$ cat src/rtl/count_4bit.sv
// Up/down counter with parallel load; clear > load > count priority, wraps modulo 2^WIDTH.
// Latency: one ck edge from sampled inputs to count; count is a pure register output.
// Backpressure: none; an action is applied on every edge and the counter never holds.
//
// Ports:
//   ck     - clock, all state changes on the rising edge
//   reset  - synchronous active-high clear, overrides every other input
//   updown - count direction, 1 = +1, 0 = -1
//   out    - parallel-load enable; loads data, ignores updown
//   data   - preset value, sampled only when out=1 and reset=0
//   count  - current counter value (registered)
module count_4bit #(
  parameter int WIDTH = 4
) (
  input  logic             ck,
  input  logic             reset,
  input  logic             updown,
  input  logic             out,
  input  logic [WIDTH-1:0] data,
  output logic [WIDTH-1:0] count
);

  localparam logic [WIDTH-1:0] ONE = WIDTH'(1);

  // Plain WIDTH-bit add/subtract; the dropped carry/borrow gives the modulo wrap.
  always_ff @(posedge ck) begin
    if (reset) begin
      count <= '0;
    end else if (out) begin
      count <= data;
    end else if (updown) begin
      count <= count + ONE;
    end else begin
      count <= count - ONE;
    end
  end

endmodule

$ cat config.mk
export PLATFORM = sky130hd
export DESIGN_NAME = count_4bit
export DESIGN_NICKNAME = d
export VERILOG_FILES = /design/src/rtl/count_4bit.sv
export SDC_FILE = /design/constraint.sdc
export NUM_CORES = 1
export LEC_CHECK = 0
export ABC_AREA = 0
export BUFFER_PORTS_ARGS = -buffer_cell sky130_fd_sc_hd__buf_2
export CORE_AREA = 4 4 41 43
export CTS_CLUSTER_SIZE = 20
export DETAILED_ROUTE_END_ITERATION = 8
export DIE_AREA = 0 0 45 47
export PLACE_DENSITY_LB_ADDON = 0.1
export SLEW_MARGIN = 10
export SYNTH_ARGS = -nofsm -noshare
export SYNTH_HDL_FRONTEND = slang
export SYNTH_SLANG_ARGS = --single-unit
$ cat constraint.sdc
create_clock -name ck -period 3.89 [get_ports ck]
set_clock_uncertainty 0.15 [all_clocks]
set_input_delay 0.778 -clock ck [delete_from_list [all_inputs] [get_ports ck]]
set_output_delay 0.778 -clock ck [all_outputs]
set_load 0.01 [all_outputs]
# Word-level counts from Yosys, hierarchy flattened

Index checks and enable logic that the tools add are counted.
Widths: inputs -> output; s select.

Bits in registers: 4
Bits in latches: 0
Bits in writable memories: 0
ROM bits: 0
Input port bits: 8
Output and inout port bits: 4
Logic and storage cells: 5
Memories: 0

Add/subtract/negate cells: 2
Multipliers: 0
Div/mod/pow operators: 0
Order comparisons: 0
Equality and inequality tests: 0
Shift operators: 0
Mux-type cells: 2
Bitwise logic cells: 0
Reduce and logical (&&, ||, !) cells: 0

Operators by type and width:

| operator            | number |
|---|---|
| $mux 4              | 2 |
| $add 4x1->4 const B | 1 |
| $sub 4x1->4 const B | 1 |

# Depth between registers and ports, before layout

Word-level depth: 3
Mapped depth: 5
Mapped depth without buffers: 5

# Worst setup path after synthesis

Ideal clock, no wire load.

Kind: in2reg
Start point: in updown
End point: reg count[3]
Library setup time: 0.073 ns
Data arrival time: 1.713 ns
Data required time: 3.667 ns
Slack: 1.954 ns
Stages on the path: 5
Buffers on the path: 0
Cells stage by stage: inv_1 -> ha_1 -> a21oi_1 -> a2111o_1 -> o211ai_2

Longest elaborated chain between the ends: 2

Ends and longest elaborated chain:

| element                | RTL line | RTL |
|---|---|---|
| start: declaration     | 17       | `input logic updown,` |
| $mux 4                 | 31       | `end else if (updown) begin` |
| $mux 4                 | 29       | `end else if (out) begin` |
| end signal: assignment | 30       | `count <= data;` |
| end signal: assignment | 32       | `count <= count + ONE;` |
| end signal: assignment | 34       | `count <= count - ONE;` |
| end: declaration       | 20       | `output logic [WIDTH-1:0] count` |

No other way between the ends.
A chain may end at the register's enable or synchronous reset.

# Final worst setup path

Ends and elaborated chain as after synthesis.

==> summary.txt <==
Outcome
  • Outcome: completed

Die
  • Num rows: 13
  • Die area: 0.00212 mm^2
  • Horiz. Die Dim: 45 um
  • Y dimension of the die: 47 um
  • Area of the placeable core: 0.00130 mm^2
  • Effective utilization at floorplan: 18.8%
  • I/O pin count: 12

Synth
  • Adder and majority cell fraction of the synthesized area: 18.4%
  • Summed instance area of the synthesized netlist: 245 um^2
  • Dominant cells by area after synthesis: sky130_fd_sc_hd__dfxtp_1, sky130_fd_sc_hd__ha_1, sky130_fd_sc_hd__fa_1
  • Fraction of synthesized cell area in xor and xnor cells: 7.14%
  • Sequential fraction of the synthesis area: 32.7%
  • Fraction of the mapped netlist area in simple logic gates: 13.8%
  • Most area-hungry cell type in the Yosys netlist: sky130_fd_sc_hd__dfxtp_1
  • Seq cells post-synth: 4
  • Yosys cell types: 15
  • Synthesized Nets: 36
  • Compound-cell area share of the yosys netlist: 13.8%
  • Synthesized instance count: 25
  • Main combinational cell family by area after synthesis: adder cells
  • Number of warnings printed during yosys synthesis: 0
  • Mean post-synth cell area: 9.81 um^2
  • Yosys top cell area share: 32.7%
  • Share of synthesized area spent on multiplexers: 8.16%

Detailed routing
  • DR top layer: met3
  • Vias per std cell: 4.15
  • Length of routed wiring on met1: 252 um
  • Number of vias after detailed routing: 220
  • Residual antenna-violating net count after detailed routing: 0
  • Drt first pass iters: 1
  • DR DRC count: 0
  • Final wirelength: 577 um
  • DR WL met2: 270 um
  • DR WL met3: 54 um
  • Number of DRC violations after detailed-routing iteration 0: 0
  • DR WL/cell: 10.9 um

Cells and area
  • Inserted Diodes: 0
  • Fraction of layout cells with a size suffix above 1: 39.5%
  • Signed area change from the synthesized netlist to the final layout: 34.7%
  • Most common cell after layout, fill and taps aside: sky130_fd_sc_hd__buf_2
  • Largest reg by FF count: count
  • Number of flip-flops in the largest register: 4
  • Share of the core filled with cells in the final layout: 25.4%
  • Top library cells by usage in the layout, fill and taps aside: sky130_fd_sc_hd__buf_2, sky130_fd_sc_hd__nor2_1, sky130_fd_sc_hd__dfxtp_1, sky130_fd_sc_hd__clkbuf_4
  • Final net count: 51
  • Summed area of non-filler cells in the final layout: 330 um^2
  • Registers with the most flip-flops: count: 4 flops

CTS
  • CTS max path bufs: 2
  • Post-CTS repair timing setup buffer count: 0
  • Clock Pin Slew Worst Setup and Hold Paths: 40 ps
  • Count of clock tree sinks: 4
  • Root Driver: sky130_fd_sc_hd__clkbuf_4
  • Number of hold buffers added after CTS: 0
  • Number of gates resized after CTS: 0
  • Insertion delay to the later sink of the worst-skew pair: 230 ps
  • CTS H-tree lvls: 1
  • Clock tree from TritonCTS: yes
  • Cts bufs inserted: 3

Power
  • Standby leakage power: 0.167 nW
  • Worst VDD drop: 0.0881 mV
  • Power Dens Cells: 404 mW/mm^2

Timing
  • PnR worst setup slack: 2030 ps
  • Final Setup Violations: 0
  • Period Utilization, post-route: 47.7%
  • Min cycle time layout: 1860 ps
  • Final-report max-slew violation count: 0
  • Transition time at the pin with the least slew margin: 184 ps
  • Maximum clock frequency: 539 MHz
  • Worst hold margin: 440 ps
  • Setup Total Neg Slack: 0 ps
  • Unrepaired setup endpoints after global routing: false
  • Slew HR: 87.6%
  • Number of hold violations in the final report: 0

Setup path
  • Slowest cell on the critical path: sky130_fd_sc_hd__a2111o_1
  • Cell breakdown of the critical path: buf_2, inv_1, ha_1, a21oi_1, a2111o_1, o211ai_2
  • WP data arrival: 1870 ps
  • Required time at the worst-slack endpoint: 3900 ps
  • Classification of the worst setup path: in2reg
  • Worst stage delay on the critical path: 420 ps
  • CP endpoint kind: flip-flop
  • Top fanout value on the critical path: 3
  • Launching element type of the critical path: input port

Global routing
  • Number of antenna violations at the first check in global routing: 0
  • GR Overflow Total: 0
  • First-pass GRT wire length: 952 um
  • Vias in the first global route: 241
  • Aggregate global-route resource usage: 6.87%
  • Pin count of the biggest net entering global routing: 8

Placed design
  • Minimum setup slack after placement: 1790 ps
  • Cell area after placement: 308 um^2
  • Gp weighted congestion: 0.613
  • Number of I/O port buffers: 11

Worst hold path
  • Worst hold path class: reg2reg

Job
  • Max-cap check violation count: 0
-- layout make-up --
class                      count  area (um^2)
tap                           15         18.8
multi-input combinational     19          150
fill                         159          971
clock buffer                   3         22.5
inverter                       1         3.75
sequential                     4         80.1
timing repair buffer          11         55.1
-- power breakdown --
| group | switching (mW) | internal, mW | total [mW] |
|---|---|---|---|
| clock network | 0.0173 | 0.0345 | 0.0518 |
| logic | 0.0168 | 0.0156 | 0.0324 |
| registers | 0.00344 | 0.0459 | 0.0493 |
| total | 0.0375 | 0.0960 | 0.134 |
-- cells in the mapped netlist --
master / n
sky130_fd_sc_hd__nor2_1: 5
sky130_fd_sc_hd__dfxtp_1: 4
sky130_fd_sc_hd__a21oi_1: 2
sky130_fd_sc_hd__ha_1: 2
sky130_fd_sc_hd__mux2i_1: 2
sky130_fd_sc_hd__a2111o_1: 1
sky130_fd_sc_hd__buf_6: 1
sky130_fd_sc_hd__fa_1: 1
sky130_fd_sc_hd__inv_1: 1
sky130_fd_sc_hd__nand2_1: 1
sky130_fd_sc_hd__nand3_1: 1
sky130_fd_sc_hd__nand4_1: 1
sky130_fd_sc_hd__o211ai_2: 1
sky130_fd_sc_hd__xnor2_1: 1
sky130_fd_sc_hd__xor2_1: 1
-- critical path: cells and delay by family --
| kind | cells | cell delay [ps] |
|---|---|---|
| buf+inv | 2 | 160 |
| fa+ha+maj | 1 | 330 |
| compound gates | 3 | 580 |
-- stage by stage --
stage	cells	power (mW)
after global placement	50	0.0828
after floorplan	25	0.0715
after detailed placement	50	0.0829
final	53	0.134
after global routing	53	0.145
after CTS	53	0.139
-- cell families (layout without fill, tap and decap cells) --
| group | Yosys count | after routing |
|---|---|---|
| buffers and inverters | 2 | 15 |
| flip-flops | 4 | 4 |
| multiplexers | 2 | 2 |
| XOR/XNOR | 2 | 2 |
| AO/OA/AOI/OAI | 4 | 4 |
| AND/OR/NAND/NOR | 8 | 8 |
| adder cells (fa/ha/maj) | 3 | 3 |
-- routing by layer --
metal	track usage [%]	vias to the layer above
met3	2.68	0
met2	8.76	7
met1	7.73	98
met4	8.77	0
met5	0	-
li1	-	115
-- path summary, 6_finish.rpt --
path              cells after the start  slack [ps]                start                   to
setup reg to reg                      4        2460  count[2]$_SDFF_PP0_  count[3]$_SDFF_PP0_
hold reg to reg                       3         440  count[0]$_SDFF_PP0_  count[0]$_SDFF_PP0_
hold / removal                        3         440  count[0]$_SDFF_PP0_  count[0]$_SDFF_PP0_
setup / recovery                      6        2030               updown  count[3]$_SDFF_PP0_
Note: power is estimated with default switching activity, not from simulation.
